## src/rtl/lcd_panel_responder_if.sv

```systemverilog
// Host-side HD44780-style bus: strobe, select, write data and read-back path.
interface lcd_panel_responder_if;
    logic       RS;
    logic       RW;
    logic       E;
    logic [7:0] Data_Bus;
    logic [7:0] lcd_data_out;
    logic       lcd_data_oe;

    modport master (
        output RS, RW, E, Data_Bus,
        input  lcd_data_out, lcd_data_oe
    );

    modport slave (
        input  RS, RW, E, Data_Bus,
        output lcd_data_out, lcd_data_oe
    );
endinterface

```

## src/rtl/lcd_panel_responder.sv

```systemverilog
// Behavioural LCD controller responder: decodes host strobes, tracks busy time,
// AC, display flags and a 2x16 DDRAM with a registered debug read port.
module lcd_panel_responder #(
    parameter int unsigned BUSY_CYCLES  = 2000,
    parameter int unsigned CLEAR_CYCLES = 76500
) (
    input  logic                        clk,
    input  logic                        reset_n,
    lcd_panel_responder_if.slave        host,
    output logic                        busy,
    output logic                        initialized,
    output logic                        display_on,
    output logic                        cursor_on,
    output logic                        blink_on,
    output logic [6:0]                  addr_counter,
    input  logic [4:0]                  rd_addr,
    output logic [7:0]                  rd_char,
    output logic                        protocol_err
);

    localparam int unsigned MAX_CYC  = (CLEAR_CYCLES > BUSY_CYCLES) ? CLEAR_CYCLES : BUSY_CYCLES;
    localparam int unsigned CNT_W    = $clog2(MAX_CYC + 1);
    localparam int unsigned FILL_LEN = 32;

    typedef enum logic [1:0] {S_UNINIT, S_READY, S_BUSY, S_CLEARING} state_t;

    state_t             state_q, state_d;
    logic [CNT_W-1:0]   cnt_q, cnt_d;
    logic               e_d1;
    logic               cap_v, cap_v_d;
    logic               rs_q, rs_d, rw_q, rw_d;
    logic [7:0]         data_q, data_d;
    logic               id_q, id_d;
    logic [6:0]         ac_d;
    logic               init_d, disp_d, curs_d, blink_d;
    logic               perr_d, busy_d, oe_d;
    logic [7:0]         dout_d;
    logic               mem_we;
    logic [4:0]         mem_wa;
    logic [7:0]         mem_wd;
    logic [7:0]         ddram [32];

    logic       e_rise, e_fall;
    logic [4:0] cur_idx;

    assign e_rise  = host.E & ~e_d1;
    assign e_fall  = ~host.E & e_d1;
    assign cur_idx = {addr_counter[6], addr_counter[3:0]};

    // AC walks line 0 columns 0-15, then line 1 columns 0-15, circularly
    function automatic logic [6:0] ac_step(input logic [6:0] a, input logic inc);
        logic [6:0] r;
        if (inc) begin
            if (a == 7'h0F)      r = 7'h40;
            else if (a == 7'h4F) r = 7'h00;
            else                 r = a + 7'd1;
        end else begin
            if (a == 7'h00)      r = 7'h4F;
            else if (a == 7'h40) r = 7'h0F;
            else                 r = a - 7'd1;
        end
        return r;
    endfunction

    // Next-state, command decode and output values
    always_comb begin
        state_d = state_q;
        cnt_d   = cnt_q;
        cap_v_d = cap_v;
        rs_d    = rs_q;
        rw_d    = rw_q;
        data_d  = data_q;
        ac_d    = addr_counter;
        id_d    = id_q;
        init_d  = initialized;
        disp_d  = display_on;
        curs_d  = cursor_on;
        blink_d = blink_on;
        perr_d  = 1'b0;
        mem_we  = 1'b0;
        mem_wa  = cur_idx;
        mem_wd  = data_q;
        oe_d    = host.E & host.RW;
        dout_d  = 8'h00;

        case (state_q)
            S_BUSY: begin
                if (cnt_q == CNT_W'(BUSY_CYCLES - 1)) begin
                    state_d = S_READY;
                    cnt_d   = '0;
                end else begin
                    cnt_d = cnt_q + CNT_W'(1);
                end
            end
            S_CLEARING: begin
                if (cnt_q < CNT_W'(FILL_LEN)) begin
                    mem_we = 1'b1;
                    mem_wa = cnt_q[4:0];
                    mem_wd = 8'h20;
                end
                if (cnt_q == CNT_W'(CLEAR_CYCLES - 1)) begin
                    state_d = S_READY;
                    cnt_d   = '0;
                end else begin
                    cnt_d = cnt_q + CNT_W'(1);
                end
            end
            default: ;
        endcase

        if (e_rise) begin
            cap_v_d = 1'b1;
            rs_d    = host.RS;
            rw_d    = host.RW;
            data_d  = host.Data_Bus;
        end else if (e_fall) begin
            cap_v_d = 1'b0;
        end

        // Execution happens on the fall; a fall without a captured rise does nothing
        if (e_fall && cap_v) begin
            if (rw_q) begin
                if (rs_q) begin
                    if (state_q == S_READY) ac_d = ac_step(addr_counter, id_q);
                    else                    perr_d = 1'b1;
                end
            end else if (busy) begin
                perr_d = 1'b1;
            end else if (state_q == S_UNINIT) begin
                if (!rs_q && data_q[7:5] == 3'b001) begin
                    init_d  = 1'b1;
                    state_d = S_BUSY;
                    cnt_d   = '0;
                end else begin
                    perr_d = 1'b1;
                end
            end else if (rs_q) begin
                mem_we  = 1'b1;
                mem_wa  = cur_idx;
                mem_wd  = data_q;
                ac_d    = ac_step(addr_counter, id_q);
                state_d = S_BUSY;
                cnt_d   = '0;
            end else begin
                state_d = S_BUSY;
                cnt_d   = '0;
                casez (data_q)
                    8'b1???_????: begin
                        if (data_q[6:4] == 3'b000 || data_q[6:4] == 3'b100) begin
                            ac_d = data_q[6:0];
                        end else begin
                            perr_d  = 1'b1;
                            state_d = state_q;
                            cnt_d   = cnt_q;
                        end
                    end
                    8'b0001_????: if (!data_q[3]) ac_d = ac_step(addr_counter, data_q[2]);
                    8'b0000_1???: begin
                        disp_d  = data_q[2];
                        curs_d  = data_q[1];
                        blink_d = data_q[0];
                    end
                    8'b0000_01??: id_d = data_q[1];
                    8'b0000_001?: ac_d = 7'h00;
                    8'b0000_0001: begin
                        state_d = S_CLEARING;
                        ac_d    = 7'h00;
                        id_d    = 1'b1;
                    end
                    default: ;
                endcase
            end
        end

        if (host.E && host.RW) begin
            if (e_rise)    dout_d = host.RS ? (busy ? 8'h00 : ddram[cur_idx]) : {busy, addr_counter};
            else if (rs_q) dout_d = host.lcd_data_out;
            else           dout_d = {busy, addr_counter};
        end

        busy_d = (state_d == S_BUSY) || (state_d == S_CLEARING);
    end

    always_ff @(posedge clk or negedge reset_n) begin
        if (!reset_n) begin
            state_q           <= S_UNINIT;
            cnt_q             <= '0;
            e_d1              <= 1'b0;
            cap_v             <= 1'b0;
            rs_q              <= 1'b0;
            rw_q              <= 1'b0;
            data_q            <= 8'h00;
            addr_counter      <= 7'h00;
            id_q              <= 1'b1;
            initialized       <= 1'b0;
            display_on        <= 1'b0;
            cursor_on         <= 1'b0;
            blink_on          <= 1'b0;
            busy              <= 1'b0;
            protocol_err      <= 1'b0;
            host.lcd_data_oe  <= 1'b0;
            host.lcd_data_out <= 8'h00;
        end else begin
            state_q           <= state_d;
            cnt_q             <= cnt_d;
            e_d1              <= host.E;
            cap_v             <= cap_v_d;
            rs_q              <= rs_d;
            rw_q              <= rw_d;
            data_q            <= data_d;
            addr_counter      <= ac_d;
            id_q              <= id_d;
            initialized       <= init_d;
            display_on        <= disp_d;
            cursor_on         <= curs_d;
            blink_on          <= blink_d;
            busy              <= busy_d;
            protocol_err      <= perr_d;
            host.lcd_data_oe  <= oe_d;
            host.lcd_data_out <= dout_d;
        end
    end

    // DDRAM keeps its contents across reset
    always_ff @(posedge clk) begin
        if (mem_we) ddram[mem_wa] <= mem_wd;
    end

    always_ff @(posedge clk or negedge reset_n) begin
        if (!reset_n) rd_char <= 8'h00;
        else          rd_char <= ddram[rd_addr];
    end

endmodule

```

## src/flat_wrapper.sv

```systemverilog
// flat-port wrapper written by rule: the top's interface ports become plain ports
module lcd_panel_responder_flat 
#(
    parameter int unsigned BUSY_CYCLES  = 2000,
    parameter int unsigned CLEAR_CYCLES = 76500
)
  (clk, reset_n, busy, initialized, display_on, cursor_on, blink_on, addr_counter, rd_addr, rd_char, protocol_err, host_RS, host_RW, host_E, host_Data_Bus, host_lcd_data_out, host_lcd_data_oe);
  lcd_panel_responder_if host_i ();
  input  logic clk;
  input  logic reset_n;
  output logic busy;
  output logic initialized;
  output logic display_on;
  output logic cursor_on;
  output logic blink_on;
  output logic [6:0] addr_counter;
  input  logic [4:0] rd_addr;
  output logic [7:0] rd_char;
  output logic protocol_err;
  input wire logic [$bits(host_i.RS)-1:0] host_RS;
  input wire logic [$bits(host_i.RW)-1:0] host_RW;
  input wire logic [$bits(host_i.E)-1:0] host_E;
  input wire logic [$bits(host_i.Data_Bus)-1:0] host_Data_Bus;
  output wire logic [$bits(host_i.lcd_data_out)-1:0] host_lcd_data_out;
  output wire logic [$bits(host_i.lcd_data_oe)-1:0] host_lcd_data_oe;
  assign host_i.RS = host_RS;
  assign host_i.RW = host_RW;
  assign host_i.E = host_E;
  assign host_i.Data_Bus = host_Data_Bus;
  assign host_lcd_data_out = host_i.lcd_data_out;
  assign host_lcd_data_oe = host_i.lcd_data_oe;
  lcd_panel_responder #(.BUSY_CYCLES(BUSY_CYCLES), .CLEAR_CYCLES(CLEAR_CYCLES)) u_core (.clk(clk), .reset_n(reset_n), .host(host_i), .busy(busy), .initialized(initialized), .display_on(display_on), .cursor_on(cursor_on), .blink_on(blink_on), .addr_counter(addr_counter), .rd_addr(rd_addr), .rd_char(rd_char), .protocol_err(protocol_err));
endmodule
```

## config.mk

```make
export PLATFORM = sky130hd
export DESIGN_NAME = lcd_panel_responder_flat
export DESIGN_NICKNAME = d
export VERILOG_FILES = /design/src/rtl/lcd_panel_responder_if.sv /design/src/rtl/lcd_panel_responder.sv /design/src/flat_wrapper.sv
export SDC_FILE = /design/constraint.sdc
export NUM_CORES = 1
export LEC_CHECK = 0
export BUFFER_PORTS_ARGS = -buffer_cell sky130_fd_sc_hd__buf_2
export CAP_MARGIN = 5
export CORE_MARGIN = 10
export CORE_UTILIZATION = 57
export CTS_CLUSTER_DIAMETER = 150
export CTS_CLUSTER_SIZE = 8
export DETAILED_ROUTE_END_ITERATION = 10
export HOLD_SLACK_MARGIN = 0.02
export PLACE_DENSITY = 0.78
export SLEW_MARGIN = 40
export SYNTH_ARGS = -nofsm -noshare
export SYNTH_HDL_FRONTEND = slang
export SYNTH_SLANG_ARGS = --single-unit
```

## constraint.sdc

```tcl
create_clock -name clk -period 2.7 [get_ports clk]
set_input_delay 0.135 -clock clk [delete_from_list [all_inputs] [get_ports clk]]
set_output_delay 0.135 -clock clk [all_outputs]
set_load 0.005 [all_outputs]
```

==> impl_metrics.tcl <==
set metrics [dict create \
    status "finished, final reports clean" \
    crit_arrival_ps 2830 \
    worstReg2RegEnd "u_core.ddram[12][6]$_DFFE_PP_" \
    final_core_util_pct 67.9 \
    synth.avg_cell_area_sq_um 15.3 \
    routedWlPerCell_um 28.1 \
    finalClockSkew_ps 20.4 \
    timing.final.max_slew_violations 0 \
    clock_insertion_delay_worst_skew_ps 530 \
    max_cap_viol_count 0 \
    start_util_pct 58.1 \
    power_leakage_nw 6.44 \
    post_dp_area_sq_um 16900 \
    num-nets-final 1179 \
    detailroute.via_count 10685 \
    worst_path_maximum_fanout 26 \
    layout-area-overhead-vs-synth_pct 17.0 \
    worstRegToRegCells 8 \
    power_per_cell_area_nw_per_um2 738 \
    max_clock_freq_mhz 392 \
    crit_path_max_incr_delay_ps 500 \
    cp-end-kind "flop" \
    drc 0 \
    peakVddDrop_mv 0.500 \
    clock-root-buffer "sky130_fd_sc_hd__clkbuf_16" \
    globalRouteTotalUtil_pct 25.3 \
    max_slew_margin_pct 41.5 \
    rsz0062_at_grt "false" \
    cts.reportedPaths.clkPinSlew_ps 50 \
    multi_input_comb_area_sq_um 6060 \
    synth_enable_flop_cells 256 \
    grt_pass1_vias 10747 \
    yosysMostFrequentCell "sky130_fd_sc_hd__edfxtp_1" \
    post_synth_inst_count 1023 \
    path_class "reg -> reg" \
    critical_path.startpoint "u_core.cnt_q[5]$_DFFE_PN0P_" \
    syn_nets 1046 \
    layout-drive-gt1-share_pct 32.9 \
    path_buf_inv 2 \
    initial_antenna_violation_count 1 \
    synth_top_flop_cell "sky130_fd_sc_hd__edfxtp_1" \
    final-setup-viol-count 0 \
    clock_path_buffers 3 \
    timing.critical_path.slowest_stage_cell "sky130_fd_sc_hd__or4b_4" \
    synth-seq-area-share_pct 59.1 \
    critical_path_cell_by_cell "nor2_1, or4b_4, nor3_4, buf_6, nor4b_1, a21oi_1, nor2_1, buf_4" \
    critical_path.most_common_cell "sky130_fd_sc_hd__nor2_1" \
    critPathCapture "u_core.ddram[12][6]$_DFFE_PP_" \
    r2r-start "u_core.cnt_q[5]$_DFFE_PN0P_" \
    clock_sinks 318 \
    placement.io_buffers 47 \
    post-synth-top-area-fraction_pct 49.1 \
    yosys.cell_types.count 66 \
    seq_area_sq_um 9250 \
    setup_tns_ps 0 \
    seq_cells_post_synth 318 \
    final_hold_viol_count 0 \
    grt_start_max_net_pins 65 \
    syn-cell-area_sq_um 15600 \
    startpoint_type "flop" \
    critical_path_cell_count 8 \
    grt_pass1_wl_um 65800 \
    detailedRoute.firstIterationViolations 1436 \
    synthDominantAreaCellType "sky130_fd_sc_hd__edfxtp_1" \
    globalplace.congestion 0.951 \
    ys_top_cells_by_count "sky130_fd_sc_hd__edfxtp_1, sky130_fd_sc_hd__mux4_2, sky130_fd_sc_hd__nor2_1" \
    final_antenna_net_count 0 \
    die_h_um 186 \
    worst_setup_slack_for_register_to_register_paths_ps 150 \
    worstMarginPinSlew_ps 878 \
    crit_family "simple AND/OR/NAND/NOR gates" \
    post-cts-setup-buffer-count 0 \
    yosys-top-cells-area "sky130_fd_sc_hd__edfxtp_1, sky130_fd_sc_hd__mux4_2, sky130_fd_sc_hd__dfrtp_1" \
    finalCritPeriodShare_pct 94.4 \
    grt_overflow_total 0 \
    hpwl_um 28200 \
    row_count 60 \
    boundaryPins 48 \
    cp.required_ps 2980 \
    core_sq_um 27000 \
    cts-buffers-inserted 45 \
    filler_cell_count 1683 \
    synth-async-reset-ratio_pct 19.5 \
    cts_tree "done" \
    drt_wl_total_um 42800 \
    die_width_um 186 \
    die_area_sq_um 34500 \
    finalInstanceArea_sq_um 18300 \
    first_pass_iters 5 \
    whs_ps 65.8 \
    hp-start "rd_addr[4]" \
    finalCriticalPeriod_ps 2550 \
    timing.hold.worst.class "in -> reg" \
    cts-htree-levels 2 \
    via_to_cell_ratio 7.01 \
    yosysWarningCount 0 \
]
## how the worst min path moves through the flow
| stage | endpoint | slack [ps] | cells after the start |
|---|---|---|---|
| after CTS | u_core.rd_char[1]$_DFF_PN0_ | 50 | 2 |
| after floorplan | u_core.addr_counter[0]$_DFFE_PN0P_ | -160 | 0 |
| after detailed placement | u_core.cnt_q[7]$_DFFE_PN0P_ | 240 | 1 |
| after global routing | u_core.rd_char[1]$_DFF_PN0_ | 80 | 2 |
| after global placement | u_core.cnt_q[7]$_DFFE_PN0P_ | 230 | 1 |
| final | u_core.rd_char[1]$_DFF_PN0_ | 70 | 2 |
## metrics by stage
stage                     instances  setup WS (ps)  total power [W]
after floorplan                1023           46.3          0.00751
after global placement         1438           35.9          0.00834
after detailed placement       1438          -17.4          0.00839
after CTS                      1524           11.7           0.0135
after global routing           1524           16.0           0.0140
final                          1525            152           0.0135
## cell families after synthesis
| family | Yosys count | synth area share [%] |
|---|---|---|
| xor+xnor | 10 | 0.560 |
| mux | 187 | 22.7 |
| fa+ha+maj | 5 | 0.400 |
| flops | 318 | 59.1 |
| simple gates | 257 | 8.30 |
| compound gates | 156 | 6.37 |
| buf+inv | 90 | 2.59 |
## placed cells by master (no fill, tap or decap), types with 4 or more instances in the layout
master	n
sky130_fd_sc_hd__nor3_1	36
sky130_fd_sc_hd__o311ai_0	5
sky130_fd_sc_hd__nand2_1	55
sky130_fd_sc_hd__or3_1	4
sky130_fd_sc_hd__nor4_1	6
sky130_fd_sc_hd__xnor2_1	7
sky130_fd_sc_hd__a21oi_1	43
sky130_fd_sc_hd__nand3_1	15
sky130_fd_sc_hd__buf_2	46
sky130_fd_sc_hd__buf_4	90
sky130_fd_sc_hd__nor2b_1	15
sky130_fd_sc_hd__mux2_2	35
sky130_fd_sc_hd__buf_12	9
sky130_fd_sc_hd__and3_1	7
sky130_fd_sc_hd__nor4b_1	6
sky130_fd_sc_hd__a31oi_1	11
sky130_fd_sc_hd__mux4_2	131
sky130_fd_sc_hd__nand4_1	9
sky130_fd_sc_hd__o21ai_0	27
sky130_fd_sc_hd__edfxtp_1	256
sky130_fd_sc_hd__a22oi_1	10
sky130_fd_sc_hd__clkbuf_16	46
sky130_fd_sc_hd__ha_1	5
sky130_fd_sc_hd__inv_1	17
sky130_fd_sc_hd__clkbuf_1	26
sky130_fd_sc_hd__a211oi_1	11
sky130_fd_sc_hd__nor2_2	6
sky130_fd_sc_hd__mux2i_1	21
sky130_fd_sc_hd__nor2b_2	4
sky130_fd_sc_hd__o2bb2ai_1	6
sky130_fd_sc_hd__o31ai_1	5
sky130_fd_sc_hd__nor2_1	65
sky130_fd_sc_hd__o22ai_1	13
sky130_fd_sc_hd__dlygate4sd3_1	12
sky130_fd_sc_hd__dfrtp_1	59
## power breakdown
part / switching [W] / internal [W]
registers: 0.000238 / 0.00560
logic: 0.00139 / 0.00115
clock network: 0.00198 / 0.00315
## layer usage
metal	routed length [um]	part of all wire, %	GRT usage [%]	vias to the layer above
li1	-	-	-	4402
met1	15700	37	33.1	5358
met2	20300	47	39.6	791
met3	5010	12	6.61	134
met4	1850	4.3	10.5	0
met5	0	0	0	-
## sequential cells by signal (all words and copies together) (netlist names), 2 cells and up
| register | count |
|---|---|
| u_core.cnt_q | 17 |
| u_core.host.lcd_data_out | 8 |
| u_core.addr_counter | 7 |
| u_core.state_q | 2 |
| u_core.data_q | 8 |
| u_core.rd_char | 8 |
| u_core.ddram | 256 |
## layout make-up
class | count | share of cell area [%]
Clock buffer | 73 | 6.90
Sequential cell | 318 | 50.5
Antenna cell | 1 | 0.0137
Multi-Input combinational cell | 615 | 33.1
Clock inverter | 1 | 0.0889
Inverter | 18 | 0.369
Tap cell | 341 | 2.33
Timing Repair Buffer | 158 | 6.65
## what timing repair did
action | CTS | global route
endpoints found under the setup margin | 8 | 105
hold buffers | 12 | 0
hold endpoints to repair | 41 | 0
gates resized for setup | 1 | 8
No activity file was read; power rests on OpenSTA's default activity.
